File: src/rtl/binary_divider.sv
// Sequential unsigned restoring divider: one quotient bit per clock behind a
// start/busy/done handshake, with results held until the next accepted start.
module binary_divider #(
  parameter int N = 4,
  parameter int M = 2
) (
  input  logic         clk,
  input  logic         rst_n,
  input  logic         start,
  input  logic [N-1:0] dividend,
  input  logic [M-1:0] divisor,
  output logic         busy,
  output logic         done,
  output logic [N-1:0] quotient,
  output logic [M-1:0] remainder,
  output logic         div_by_zero
);

  localparam int CW = $clog2(N + 1);

  typedef enum logic [1:0] {
    S_IDLE,
    S_CALC,
    S_DONE
  } state_t;

  state_t       r_state;
  logic [N-1:0] r_q;
  logic [M:0]   r_r;
  logic [M-1:0] r_d;
  logic [CW-1:0] r_cnt;
  logic         r_busy;
  logic         r_done;
  logic         r_dbz;
  logic [N-1:0] r_quot;
  logic [M-1:0] r_rem;

  logic [M+1:0] w_shift;
  logic [M:0]   w_diff;
  logic         w_fits;
  logic [N-1:0] w_q_next;
  logic [M:0]   w_r_next;
  logic [CW-1:0] w_cnt_next;

  // One restoring step: shift {R,Q} left, trial-subtract D, keep the result if it fits.
  always_comb begin
    w_shift    = {r_r, r_q[N-1]};
    w_fits     = (w_shift >= {2'b00, r_d});
    w_diff     = w_shift[M:0] - {1'b0, r_d};
    w_q_next   = {r_q[N-2:0], w_fits};
    w_r_next   = w_fits ? w_diff : w_shift[M:0];
    w_cnt_next = r_cnt - CW'(1);
  end

  always_ff @(posedge clk) begin
    if (!rst_n) begin
      r_state <= S_IDLE;
      r_busy  <= 1'b0;
      r_done  <= 1'b0;
      r_dbz   <= 1'b0;
      r_quot  <= '0;
      r_rem   <= '0;
    end else begin
      case (r_state)
        S_IDLE: begin
          r_done <= 1'b0;
          if (start) begin
            r_q   <= dividend;
            r_d   <= divisor;
            r_r   <= '0;
            r_cnt <= CW'(N);
            r_dbz <= 1'b0;
            // A zero divisor skips the iterations and reports a saturated quotient.
            if (divisor == '0) begin
              r_state <= S_DONE;
              r_done  <= 1'b1;
              r_quot  <= '1;
              r_rem   <= '0;
              r_dbz   <= 1'b1;
            end else begin
              r_state <= S_CALC;
              r_busy  <= 1'b1;
            end
          end
        end
        S_CALC: begin
          r_q   <= w_q_next;
          r_r   <= w_r_next;
          r_cnt <= w_cnt_next;
          if (w_cnt_next == '0) begin
            r_state <= S_DONE;
            r_busy  <= 1'b0;
            r_done  <= 1'b1;
            r_quot  <= w_q_next;
            r_rem   <= w_r_next[M-1:0];
          end
        end
        S_DONE: begin
          r_done  <= 1'b0;
          r_state <= S_IDLE;
        end
        default: begin
          r_state <= S_IDLE;
          r_busy  <= 1'b0;
          r_done  <= 1'b0;
        end
      endcase
    end
  end

  assign busy        = r_busy;
  assign done        = r_done;
  assign quotient    = r_quot;
  assign remainder   = r_rem;
  assign div_by_zero = r_dbz;

endmodule

File: config.mk
export PLATFORM = sky130hd
export DESIGN_NAME = binary_divider
export DESIGN_NICKNAME = d
export VERILOG_FILES = /design/src/rtl/binary_divider.sv
export SDC_FILE = /design/constraint.sdc
export NUM_CORES = 1
export LEC_CHECK = 0
export ABC_CLOCK_PERIOD_IN_PS = 5200
export CAP_MARGIN = 10
export CORE_MARGIN = 4
export CORE_UTILIZATION = 35
export DETAILED_ROUTE_END_ITERATION = 16
export GPL_TIMING_DRIVEN = 0
export SKIP_LAST_GASP = 1
export SYNTH_ARGS = -nofsm -noshare
export SYNTH_HDL_FRONTEND = slang
export SYNTH_SLANG_ARGS = --single-unit
File: constraint.sdc
create_clock -name clk -period 5.2 [get_ports clk]
set_input_delay 0.52 -clock clk [delete_from_list [all_inputs] [get_ports clk]]
set_output_delay 0.52 -clock clk [all_outputs]
set_load 0.02 [all_outputs]
# --- Yosys cells after proc, flatten, opt, wreduce, memory -nomap -nowiden ---
# Cells that the tools add are included.
# Widths: inputs -> output; s select.
totals:
  ff_bits: 23
  output_inout_bits: 9
  in_bits: 9
op_classes:
  n_mux: 27
  n_eq_ne: 6
  n_reduce_logical: 10
  n_bitwise: 1
  addsub: 2
  magnitude_cmp: 1
ops:
  columns: ["op", "n"]
  rows:
  - ["$mux 4", 4]
  - ["$pmux 4 s2", 2]
  - ["$mux 2", 6]
  - ["$pmux 3 s2", 2]
  - ["$mux 3", 3]
  - ["$ne 2x2->1 const B", 4]
  - ["$pmux 2 s2", 2]
  - ["$reduce_and 4->1", 2]
  - ["$mux 1", 6]
  - ["$reduce_and 3->1", 2]
  - ["$ge 4x2->1", 1]
  - ["$logic_not 2->1", 2]
  - ["$reduce_and 2->1", 2]
  - ["$logic_not 3->1", 1]
  - ["$pmux 1 s3", 1]
  - ["$sub 3x1->3 const B", 1]
  - ["$sub 3x2->3", 1]
  - ["$eq 2x1->1 const B", 1]
  - ["$eq 2x2->1 const B", 1]
  - ["$pmux 1 s2", 1]
  - ["$reduce_bool 2->1", 1]
  - ["$not 1->1", 1]

# --- Logic depth before layout (Yosys ltp) ---
# Gate-level depths: netlist (run 1).
depth:
  word_depth: 4
  mapped_depth: 7

# --- Worst setup path before layout (run 1) ---
# No wires, ideal clock.
synth_timing:
  kind: "input to register"
  start: "input port rst_n"
  end: "register r_cnt[0] (enable)"
  setup_ns: 0.392
  path_slack_ns: 3.250
  path_stages: 2
  required_ns: 4.808
  t_arrival_ns: 1.558
  cell_sequence: "clkbuf_1 -> nor3b_1"
synth_via:
  elab_chain_len: 1
synth_rtl:
  columns: ["item", "line_no", "rtl"]
  rows:
  - ["start: declaration", "8", "input logic rst_n,"]
  - ["$reduce_and 3->1 (no source line)", null, null]
  - ["end signal: assignment", "71", "r_cnt <= CW'(N);"]
  - ["end signal: assignment", "89", "r_cnt <= w_cnt_next;"]
  - ["end: declaration", "31", "logic [CW-1:0] r_cnt;"]
# Every way passes these cells.
# A chain may end at the register's enable or synchronous reset.

# --- Final worst setup path (run 1) ---
layout_timing:
  start: "register r_q[3]"
  end: "register r_r[1], data pin"
layout_via:
  elab_chain_len: 3
layout_rtl:
  columns: ["item", "line_no", "rtl"]
  rows:
  - ["start: declaration", "28", "logic [N-1:0] r_q;"]
  - ["start signal: assignment", "68", "r_q <= dividend;"]
  - ["start signal: assignment", "87", "r_q <= w_q_next;"]
  - ["$ge 4x2->1 or $sub 3x2->3 (tied branches)", "48, 49", null]
  - ["$mux 3 *", "51", "w_r_next = w_fits ? w_diff : w_shift[M:0];"]
  - ["$pmux 3 s2 *", "64", "case (r_state)"]
  - ["end signal: assignment", "88", "r_r <= w_r_next;"]
  - ["end: declaration", "29", "logic [M:0] r_r;"]
# Mark *: on every way between the ends. The rest lies on a longest branch, timed or not.

==> impl_metrics.py, run 1 <==
metrics = {
    "placed_design": {
        "place_hpwl_um": 1590,
        "port_buffers": 16,
        "gp_congestion": 0.764,
        "placedCellCount": 146,
    },
    "worst_setup_path": {
        "cp-end-kind": "register",
        "startpoint_type": "register",
        "required_ns": 5.37,
        "crit_chain": "inv_1, ha_1, fa_1, or3b_1, a21oi_2, mux2_2, nor2_1",
        "cp.arrival_ns": 2.27,
        "crit_path_max_fanout": 3,
        "critical-path-top-delay-family": "simple AND/OR/NAND/NOR gates",
        "r2r_slack_ns": 3.11,
        "cpPeakStageDelay_ns": 0.43,
        "reg2reg_from": "r_q[3]$_DFFE_PP_",
        "path_class": "reg -> reg",
        "r2r_cells": 7,
        "reg2reg_to": "r_r[1]$_SDFFCE_PP0P_",
        "slowest_stage": "edfxtp_1",
        "critPathBufInv": 1,
    },
    "floorplan": {
        "core_area_um2": 2850,
        "dieArea_um2": 4030,
        "die_width_um": 63.5,
        "ios": 18,
        "initial_core_util_pct": 37.8,
        "dieHeight_um": 63.5,
        "rows": 19,
    },
    "synth": {
        "netlist_instances": 99,
        "synth_nets": 113,
        "ys_ff_latch": 23,
        "yosys_warnings": 0,
        "synth_edf_count": 12,
        "synthArstFlopShare_pct": 0,
        "syn_area_per_cell_um2": 10.9,
        "synthesis.area_um2": 1080,
        "ys_seq_area_share_pct": 53.9,
        "synth_ff_type": "edfxtp_1",
        "synth_cell_type_count": 32,
    },
    "routing": {
        "drt_iter0_drc": 15,
        "avgViaCountPerCell": 5.15,
        "routed-via-count": 773,
        "drcViolationCount": 0,
        "ant_nets": 0,
        "wirelength_um": 2160,
        "first_pass_iters": 4,
        "wl_per_cell_um": 14.4,
    },
    "timing": {
        "setup_viol": 0,
        "drv_slew": 0,
        "hold_violations": 0,
        "hold-worst-slack_ns": 0.481,
        "period_needed_ns": 2.09,
        "fmax_mhz": 477,
        "tns_ns": 0,
        "fin_skew_ns": 0.00167,
        "rsz0062_at_grt": "no",
        "relSlewSlack_pct": 43.8,
        "worstMarginPinSlew_ns": 0.839,
        "fin_crit_sh_pct": 40.3,
    },
    "power": {
        "p_total_mw": 0.358,
        "swShare_pct": 26.0,
        "power.internal_mw": 0.265,
        "power_leakage_nw": 0.516,
        "p_switching_mw": 0.0930,
        "power.density_nw_per_um2": 274,
        "ir_worst_vdd_mv": 0.154,
        "pwr-share-seq_pct": 58.9,
        "comb_power_share_pct": 18.2,
        "p_clk_share_pct": 22.9,
    },
    "clocking": {
        "cts_tree": "yes",
        "cts_buffers": 3,
        "clock_sinks": 23,
        "clockRootBuffer": "clkbuf_4",
        "clk_path_buf_depth": 2,
        "htree_levels": 1,
        "clk_pin_slew_ns": 0.12,
        "clk_latency_ns": 0.30,
        "hold_buffers": 0,
        "post_cts_resized": 0,
        "post_cts_buffers": 0,
    },
    "final_layout": {
        "finalNonFillerCells": 150,
        "layout-drive-gt1-share_pct": 10.1,
        "n_antenna_cell": 0,
        "fin_nets": 134,
        "multiInputGateArea_um2": 445,
        "n_fill_cell": 280,
        "syn_to_final_growth_pct": 21.4,
        "seq_area_um2": 581,
    },
    "grt": {
        "grt_usage_pct": 11.8,
        "grt_start_max_net_pins": 13,
        "grt_overflow_total": 0,
        "antenna_found_initial": 0,
        "first_global_vias": 863,
        "grt_pass1_wl_um": 3750,
    },
    "status": {
        "outcome": "finished clean",
    },
    "job": {
        "maxCapViolations": 0,
    },
    "min_path": {
        "min-delay-start": "remainder[1]$_SDFFE_PN0P_",
        "hp-class": "reg -> reg",
        "min_to": "remainder[1]$_SDFFE_PN0P_",
        "hold_depth": 2,
    },
}
cell usage in the layout (no fill, tap or decap), types with 2 or more instances in the layout:
cell type	Yosys	routed
edfxtp_1	12	12
nand3_1	5	5
clkdlybuf4s50_1	0	16
a21boi_0	3	3
ha_1	4	4
o21ai_0	11	11
dfxtp_1	11	11
nor3b_2	1	2
buf_6	2	2
o211a_1	2	2
nand2_1	12	12
clkbuf_4	0	3
and2_1	3	3
nor2_1	5	5
or2b_1	2	2
clkbuf_1	3	4
inv_1	6	6
worst max-delay path by stage:
stage                           from                     end  cells past startpoint
floorplan                      rst_n  r_cnt[0]$_SDFFCE_PP0P_                      2
global placement               start        r_q[3]$_DFFE_PP_                      3
detailed placement             start  r_cnt[0]$_SDFFCE_PP0P_                      3
CTS                 r_q[3]$_DFFE_PP_    r_r[1]$_SDFFCE_PP0P_                      7
global route        r_q[3]$_DFFE_PP_    r_r[1]$_SDFFCE_PP0P_                      7
finish              r_q[3]$_DFFE_PP_    r_r[1]$_SDFFCE_PP0P_                      7
through the flow:
step                      worst slack, ns  util [%]  instance area (um2)
after CTS                            3.07      45.8                 1310
final                                3.11      45.8                 1310
after floorplan                      3.25         -                 1080
after global routing                 2.98      45.8                 1310
after detailed placement             3.04      44.9                 1280
after global placement               2.55      44.7                 1280
cell families after synthesis:
logic type	share of synthesized area, %
flip-flops	53.9
multiplexers	1.05
adder cells (fa/ha/maj)	6.50
AO/OA/AOI/OAI	13.8
AND/OR/NAND/NOR	17.2
buffers and inverters	5.23
XOR/XNOR	2.32
power by group through the flow:
stage | combinational (mW) | sequential, mW | clock [mW]
2_1_floorplan | 0.0373 | 0.218 | 0
3_3_place_gp | 0.0644 | 0.214 | 0
3_5_place_dp | 0.0655 | 0.215 | 0
4_1_cts | 0.0662 | 0.211 | 0.0854
5_1_grt | 0.0730 | 0.212 | 0.0948
6_report | 0.0651 | 0.211 | 0.0817
layout make-up:
class | count | share of cell area [%]
plain buffers | 5 | 2.58
clock buffers | 4 | 2.01
inverters | 6 | 1.72
multi-input cells | 65 | 34.1
flip-flops and latches | 23 | 44.4
well taps | 31 | 2.97
repair buffers | 16 | 12.2
worst reg2reg max path, delay by kind of cell (launching register included):
kind / cells / cell delay, ns
muxes: 1 / 0.38
and+or+nand+nor: 2 / 0.50
adders and majority gates: 2 / 0.36
buffers and inverters: 1 / 0.08
DFF: 1 / 0.43
AOI/OAI and AO/OA: 1 / 0.22
state kept, by name, summed over array words and instances (netlist names), 2 cells and up:
signal and count:
quotient 4, r_q 4, r_cnt 3, r_r 3
r_d 2, r_state 2, remainder 2
cells in the mapped netlist (2+ instances only):
master    count  share of area [%]
edfxtp_1     12                 33
nand2_1      12                4.2
dfxtp_1      11                 20
o21ai_0      11                5.1
inv_1         6                2.1
nand3_1       5                2.3
nor2_1        5                1.7
ha_1          4                4.6
a21boi_0      3                2.1
and2_1        3                1.7
clkbuf_1      3                1.0
buf_6         2                2.1
o211a_1       2                1.9
or2b_1        2                1.4
per-layer routing:
layer	share of wire, %	wire length [um]	global-route usage [%]	vias up
met2	48	1030	19.4	12
met4	0.79	17	6.20	0
li1	-	-	-	385
met1	48	1050	14.5	374
met5	0	0	0	-
met3	3.1	66	2.49	2
(Power assumes the default switching activity.)
==> run 2, diff against run 1 <==
--- a/config.mk
+++ b/config.mk
@@ -5,7 +5,7 @@
 export SDC_FILE = /design/constraint.sdc
 export NUM_CORES = 1
 export LEC_CHECK = 0
-export ABC_CLOCK_PERIOD_IN_PS = 5200
+export ABC_CLOCK_PERIOD_IN_PS = 2100
 export CAP_MARGIN = 10
 export CORE_MARGIN = 4
 export CORE_UTILIZATION = 35
==> constraint.sdc (replaced) <==
create_clock -name clk -period 2.1 [get_ports clk]
set_input_delay 0.21 -clock clk [delete_from_list [all_inputs] [get_ports clk]]
set_output_delay 0.21 -clock clk [all_outputs]
set_load 0.02 [all_outputs]
==> run 2 against run 1 <==
Compared with the run above:
- core utilization rose by 0.35 points
- combinational power grew to 2.5 times the previous value
- largest cell class unchanged
- critical path type unchanged
- via count rose by 1.0%
- non-clock buffer count grew 1
- register-to-register slack worse by 3.0 ns
- sequential share of layout area down 0.34 points
- first-iteration DRC count unchanged
==> impl_metrics.py, run 2 (synthesized netlist as in run 1, its figures left out) <==
metrics = {
    "status": {
        "outcome": "finished clean",
    },
    "power": {
        "swShare_pct": 26.0,
        "ir_worst_vdd_mv": 0.381,
        "power_leakage_nw": 0.523,
        "p_total_mw": 0.888,
        "pwr-share-seq_pct": 58.8,
        "p_switching_mw": 0.231,
        "comb_power_share_pct": 18.5,
        "power.internal_mw": 0.658,
        "p_clk_share_pct": 22.8,
        "power.density_nw_per_um2": 674,
    },
    "worst_setup_path": {
        "critPathLaunch": "r_q[3]$_DFFE_PP_",
        "cpPeakStageDelay_ns": 0.43,
        "reg2reg_to": "r_r[1]$_SDFFCE_PP0P_",
        "slowest_stage": "edfxtp_1",
        "crit_chain": "inv_1, ha_1, fa_1, or3b_4, a21oi_2, mux2_2, nor2_1",
        "path_class": "reg -> reg",
        "r2r_slack_ns": 0.1,
        "reg2reg_from": "r_q[3]$_DFFE_PP_",
        "startpoint_type": "register",
        "cp.arrival_ns": 2.18,
        "r2r_cells": 7,
        "cp-end-kind": "register",
        "required_ns": 2.27,
        "crit_path_max_fanout": 3,
        "crit_end": "r_r[1]$_SDFFCE_PP0P_",
    },
    "timing": {
        "hold_violations": 0,
        "hold-worst-slack_ns": 0.293,
        "rsz0062_at_grt": "no",
        "relSlewSlack_pct": 44.1,
        "final.setup.worst_slack_ns": 0.0970,
        "fin_crit_sh_pct": 95.4,
        "tns_ns": 0,
        "period_needed_ns": 2.00,
        "drv_slew": 0,
        "worstMarginPinSlew_ns": 0.834,
        "fin_skew_ns": 0.00167,
        "setup_viol": 0,
        "fmax_mhz": 499,
    },
    "routing": {
        "wl_per_cell_um": 14.4,
        "first_pass_iters": 4,
        "drcViolationCount": 0,
        "ant_nets": 0,
        "drt_iter0_drc": 15,
        "routed-via-count": 781,
        "avgViaCountPerCell": 5.17,
        "wirelength_um": 2180,
    },
    "final_layout": {
        "multiInputGateArea_um2": 448,
        "fin_nets": 135,
        "syn_to_final_growth_pct": 22.3,
        "mostFrequentLayoutCells": "clkdlybuf4s50_1 (16), nand2_1 (12), edfxtp_1 (12), o21ai_0 (11), dfxtp_1 (11)",
        "seq_area_um2": 581,
        "final_common_cell": "clkdlybuf4s50_1",
        "fin_area_um2": 1320,
        "n_fill_cell": 280,
        "n_antenna_cell": 0,
        "layout-drive-gt1-share_pct": 11.7,
    },
    "placed_design": {
        "place_hpwl_um": 1590,
        "placed_cell_area_um2": 1280,
        "dp_slack_ns": 0.00215,
        "gp_congestion": 0.764,
        "port_buffers": 16,
    },
    "floorplan": {
        "dieHeight_um": 63.5,
        "die_width_um": 63.5,
        "core_area_um2": 2850,
        "rows": 19,
        "ios": 18,
        "dieArea_um2": 4030,
        "initial_core_util_pct": 37.8,
    },
    "clocking": {
        "clk_path_buf_depth": 2,
        "clockRootBuffer": "clkbuf_4",
        "cts_tree": "yes",
        "clk_latency_ns": 0.30,
        "htree_levels": 1,
        "hold_buffers": 0,
        "cts_buffers": 3,
        "clk_pin_slew_ns": 0.12,
        "clock_sinks": 23,
    },
    "grt": {
        "grt_pass1_wl_um": 3780,
        "grt_start_max_net_pins": 13,
        "first_global_vias": 875,
        "grt_usage_pct": 11.9,
        "grt_overflow_total": 0,
        "antenna_found_initial": 0,
    },
    "min_path": {
        "hp-class": "in -> reg",
        "min-delay-start": "rst_n",
    },
    "job": {
        "maxCapViolations": 0,
    },
}
run 2: changes by cell type in the layout (fill, tap and decap cells not counted), sizes merged:
| cell | change |
|---|---|
| buf | +1 |
run 2: power groups by stage:
stage          logic, mW  registers [mW]  clock network (mW)
3_3_place_gp       0.159           0.531                   0
6_report           0.164           0.522               0.202
2_1_floorplan     0.0924           0.540                   0
3_5_place_dp       0.162           0.532                   0
4_1_cts            0.165           0.522               0.211
5_1_grt            0.184           0.526               0.235
run 2: worst min-delay path by stage:
stage               cells after the start                         to
finish                                  3  remainder[1]$_SDFFE_PN0P_
detailed placement                      2  remainder[1]$_SDFFE_PN0P_
global route                            2          busy$_SDFFE_PN0P_
global placement                        2  remainder[1]$_SDFFE_PN0P_
CTS                                     3  remainder[1]$_SDFFE_PN0P_
floorplan                               0           r_d[0]$_DFFE_PP_
run 2: per-stage QoR:
step                      instances  util [%]
final                           151      46.2
after global routing            151      46.2
after CTS                       151      46.1
after detailed placement        146      44.9
after global placement          146      44.7
after floorplan                  99         -
run 2: metal layers:
metal	vias to the layer above	wire (um)	GRT usage [%]
met1	382	1050	14.5
met4	0	17	6.20
li1	387	-	-
met2	10	1050	19.7
met3	2	61	2.49
met5	-	0	0
run 2: timing repair:
| item | CTS | global route |
|---|---|---|
| endpoints found under the setup margin | 1 | 2 |
| resized for setup | 0 | 1 |
| setup buffers | 1 | 0 |
run 2: layout make-up:
cell class              count  area share (%)
plain buffers               5            2.56
flip-flops and latches     23            44.1
multi-input cells          65            34.0
well taps                  31            2.94
inverters                   6            1.71
repair buffers             17            12.7
clock buffers               4            1.99
run 2: critical path, delay by kind of cell, from the launching register on:
family / cells / cell delay (ns)
DFF: 1 / 0.43
adders and majority gates: 2 / 0.36
AOI/OAI and AO/OA: 1 / 0.15
and+or+nand+nor: 2 / 0.49
buffers and inverters: 1 / 0.08
muxes: 1 / 0.36
==> run 3, diff against run 2 <==
--- a/config.mk
+++ b/config.mk
@@ -15,3 +15,4 @@
 export SYNTH_ARGS = -nofsm -noshare
 export SYNTH_HDL_FRONTEND = slang
 export SYNTH_SLANG_ARGS = --single-unit
+export TNS_END_PERCENT = 100
==> results of run 3 <==
Same layout as run 2: the final DEF is identical, and so are final timing and power.
==> RTL edit 1: new RTL, settings of run 3 <==
Register the output `done` once more, cleared by the reset; this adds one clock of latency there. The other outputs are not delayed to match.
--- a/src/rtl/binary_divider.sv
+++ b/src/rtl/binary_divider.sv
@@ -111,3 +111,9 @@
   assign busy        = r_busy;
-  assign done        = r_done;
+  always_ff @(posedge clk) begin
+    if (!rst_n) begin
+      done <= '0;
+    end else begin
+      done <= r_done;
+    end
+  end
   assign quotient    = r_quot;
Function: changed (Yosys sat finds a counterexample within 4 cycles, from zero or initial values and one cycle with rst_n low).
==> RTL edit 1 against run 3 <==
Maximum frequency grew 1.6%. Utilization grew 1.1 points. Power grew 7.9%. Sequential cell count grew 1. Hold slack gained 0.16 ns. Non-clock buffer count is the same. Critical path type unchanged. Setup slack gained 0.031 ns. Routed wire length shrank 2.0%. Largest cell class unchanged. Clock skew grew 0.0079 ns. Sequential share of layout area grew 0.88 points. Combinational power grew 4%. Area after synthesis shrank 1.3%. Design area grew 1.4%.
==> RTL edit 1: results (changes against run 3) <==
==========================================================================================
Clock insertion delay at the later pin of the skew report                          0.32 ns   was 0.30 ns
Compound-Gate Fraction of Synth Area                                                13.06%   was 13.82%
Dpl hpwl                                                                           1570 um   was 1585 um
Share of cell area taken by flip-flops and latches                                  44.94%   was 44.06%
CP peak stage delay                                                                0.41 ns   was 0.43 ns
Worst setup timing slack at the placement stage                                 -0.2430 ns   was 0.002147 ns
Clock skew                                                                     0.009568 ns   was 0.001668 ns
Synth cell types                                                                        27   was 32
Routed length on met1                                                              1026 um   was 1050 um
Synthesized-area fraction occupied by xor and xnor cells                            2.471%   was 2.323%
Count of buffers from port buffering                                                    17   was 16
Setup slack, reg-to-reg                                                            0.13 ns   was 0.1 ns
Via count of the first global-routing pass                                             761   was 875
Met1 usage in global routing                                                        14.94%   was 14.49%
Cell types with the highest counts after synthesis                            sky130_fd_sc_hd__nor2_1 (16), sky130_fd_sc_hd__dfxtp_1 (12), sky130_fd_sc_hd__edfxtp_1 (12)   was sky130_fd_sc_hd__edfxtp_1 (12), sky130_fd_sc_hd__nand2_1 (12), sky130_fd_sc_hd__dfxtp_1 (11), sky130_fd_sc_hd__o21ai_0 (11), sky130_fd_sc_hd__inv_1 (6)
First-pass GRT wire length                                                         3650 um   was 3781 um
Routability-driven placement congestion ratio                                       0.7316   was 0.7638
Sequential share of the synthesized area                                            56.47%   was 53.89%
Combinational power                                                                 170 uW   was 164 uW
Multiplexer share of the synthesized area                                           1.059%   was 1.045%
Run status                                                                       completed   unchanged
Max Clk Rate                                                                     507.2 MHz   was 499.2 MHz
Detailed Route Iter0 Violations                                                         23   was 15
Share of synthesized cell area in full adder, half adder and majority cells         6.588%   was 6.504%
Inverter count                                                                          11   was 6
Clock sinks                                                                             24   was 23
Pin count of the biggest net entering global routing                                    14   was 13
Setup bufs post-CTS                                                                      0   was 1
Layout Nets                                                                            137   was 135
Area occupied by multi-input gates                                              415.4 um^2   was 447.9 um^2
Clock share of power                                                                 26.0%   was 22.8%
Fill cell instance count of the final layout                                           273   was 280
Share of post-route cells with drive strength above 1                               9.836%   was 11.67%
Final-layout non-clock buffer area share                                            15.26%   was 15.29%
Placed cell area                                                                 1280 um^2   was 1281 um^2
Psw                                                                               251.7 uW   was 230.7 uW
Worst endpoint data arrival time                                                   2.15 ns   was 2.18 ns
Global routing usage summed across all routing layers                               12.02%   was 11.92%
GR Util met3                                                                        3.552%   was 2.487%
Clock-pin slew of the registers on the worst-case setup and hold paths             0.14 ns   was 0.12 ns
Tightest slew margin relative to the limit                                          74.50%   was 44.15%
==========================================================================================
## RTL edit 1: cell count changes after synthesis, sizes merged, moves of 3 or more
cell	delta
nor2	+11
o21ai	-6
a311oi	+4
inv	+4
a21boi	-3
a21oi	+4
nand2	-6
nand3	-5
## RTL edit 1: per-stage QoR
stage          instances  power, mW  hold WS (ns)  util [%]
2_1_floorplan         99     0.6512        0.3089         -
3_3_place_gp         147     0.7081        0.4607     44.98
3_5_place_dp         148     0.7150        0.4626     45.25
4_1_cts              152     0.9606        0.4575     46.53
5_1_grt              153      1.009        0.4557     47.24
6_report             153     0.9585        0.4563     47.24
## RTL edit 1: worst min-delay path by stage
stage	slack [ns]	depth (start not counted)	endpoint	startpoint
3_5_place_dp	0.46	1	done	r_done
2_1_floorplan	0.31	0	r_d[0]	divisor[0]
5_1_grt	0.46	1	r_d[0]	divisor[0]
4_1_cts	0.46	1	r_d[1]	divisor[1]
6_report	0.46	1	r_d[0]	divisor[0]
3_3_place_gp	0.46	1	done	r_done
==> RTL edit 2: new RTL, settings of run 3 <==
Made on the original files. Set the parameter `M` to 4 (it was 2).
--- a/src/rtl/binary_divider.sv
+++ b/src/rtl/binary_divider.sv
@@ -4,3 +4,3 @@
   parameter int N = 4,
-  parameter int M = 2
+  parameter int M = 4
 ) (
Interface: changed (resized divisor and remainder); port bits go from 18 to 22. The function was not compared with the original's and may differ.
==> RTL edit 2 against run 3 <==
Design area is 38% higher. Power is 48% higher. Sequential share of layout area is 3.4 points lower. Sequential cell count is 6 higher. Routed wire length is 33% higher. Setup slack better by 0.0097 ns. Area after synthesis is 34% higher. Hold slack better by 0.20 ns. Critical path type unchanged.
==> RTL edit 2: results (changes against run 3) <==
=====================================================================================
Via count of the first global-routing pass                                       1148   was 875
Worst Hold Class                                                              reg2reg   was in2reg
Multiplexer share of the synthesized area                                     0.6957%   was 1.045%
Capturing point of the worst reg2reg path                                remainder[3]   was r_r[1]
Post-Synthesis Net Count                                                          162   was 113
Compound-Gate Fraction of Synth Area                                           13.30%   was 13.82%
CP peak stage delay                                                           0.40 ns   was 0.43 ns
Hold Worst Slack                                                            0.4895 ns   was 0.2931 ns
Synth top area cells                                                     sky130_fd_sc_hd__edfxtp_1 (33%), sky130_fd_sc_hd__dfxtp_1 (18%), sky130_fd_sc_hd__nor2_1 (5.7%), sky130_fd_sc_hd__ha_1 (5.2%), sky130_fd_sc_hd__nand2_1 (4.7%)   was sky130_fd_sc_hd__edfxtp_1 (33%), sky130_fd_sc_hd__dfxtp_1 (20%), sky130_fd_sc_hd__o21ai_0 (5.1%), sky130_fd_sc_hd__ha_1 (4.6%), sky130_fd_sc_hd__nand2_1 (4.2%)
Cell count of the worst hold path                                                   2   was 3
Number of buffers outside the clock class in the layout                            26   was 22
LEAKAGE                                                                     0.7037 nW   was 0.5226 nW
Multi-input logic portion of the cell area                                     35.96%   was 34.00%
Worst setup timing slack at the placement stage                            -0.1284 ns   was 0.002147 ns
Worst-path fanout max                                                               4   was 3
Flip-flop and latch count after synthesis                                          29   was 23
Run status                                                                  completed   unchanged
WL/cell                                                                      12.97 um   was 14.42 um
Clock insertion delay at the later pin of the skew report                     0.28 ns   was 0.30 ns
Synthesized-area fraction occupied by xor and xnor cells                       1.826%   was 2.323%
Count of buffers from port buffering                                               21   was 16
Clock-pin slew of the registers on the worst-case setup and hold paths        0.07 ns   was 0.12 ns
Maximum vdd drop                                                            0.4190 mV   was 0.3812 mV
Synth cell types                                                                   35   was 32
Startpoint of the worst hold path                                        remainder[3]   was rst_n
Share of cell area taken by flip-flops and latches                             40.63%   was 44.06%
Count of H-tree levels built during CTS                                             2   was 1
Cell types with the highest counts after synthesis                       sky130_fd_sc_hd__nor2_1 (22), sky130_fd_sc_hd__nand2_1 (18), sky130_fd_sc_hd__edfxtp_1 (16)   was sky130_fd_sc_hd__edfxtp_1 (12), sky130_fd_sc_hd__nand2_1 (12), sky130_fd_sc_hd__dfxtp_1 (11), sky130_fd_sc_hd__o21ai_0 (11), sky130_fd_sc_hd__inv_1 (6)
Cell count after placement                                                        215   was 146
Total Die Area                                                              5201 um^2   was 4030 um^2
Areal power density over the cells                                       722.9 nW/um^2   was 674.4 nW/um^2
Max Clk Rate                                                                501.7 MHz   was 499.2 MHz
Overall power after layout                                                   1.318 mW   was 888.5 uW
Inverter count                                                                     11   was 6
Final-layout non-clock buffer area share                                       13.25%   was 15.29%
=====================================================================================
## RTL edit 2: changes by cell type in the layout (fill, tap and decap cells not counted), moves of 5 or more
cell,delta
sky130_fd_sc_hd__nor2_1,+17
sky130_fd_sc_hd__o21ai_0,-8
sky130_fd_sc_hd__clkdlybuf4s50_1,+5
sky130_fd_sc_hd__a21oi_1,+10
sky130_fd_sc_hd__inv_1,+5
sky130_fd_sc_hd__clkbuf_8,+5
sky130_fd_sc_hd__nand2_1,+5
## RTL edit 2: routing by layer
layer	routed length [um]	vias to the layer above	track usage, %
li1	-	552	-
met1	1182	498	14.22
met2	1501	28	21.84
met3	163	7	4.571
met4	57	0	6.263
met5	0	-	0
## RTL edit 2: what timing repair did
action | 4_1_cts | 5_1_grt
setup endpoints to repair | 3 | 9
gates resized for setup | 3 | 3
buffers inserted | 1 | 0
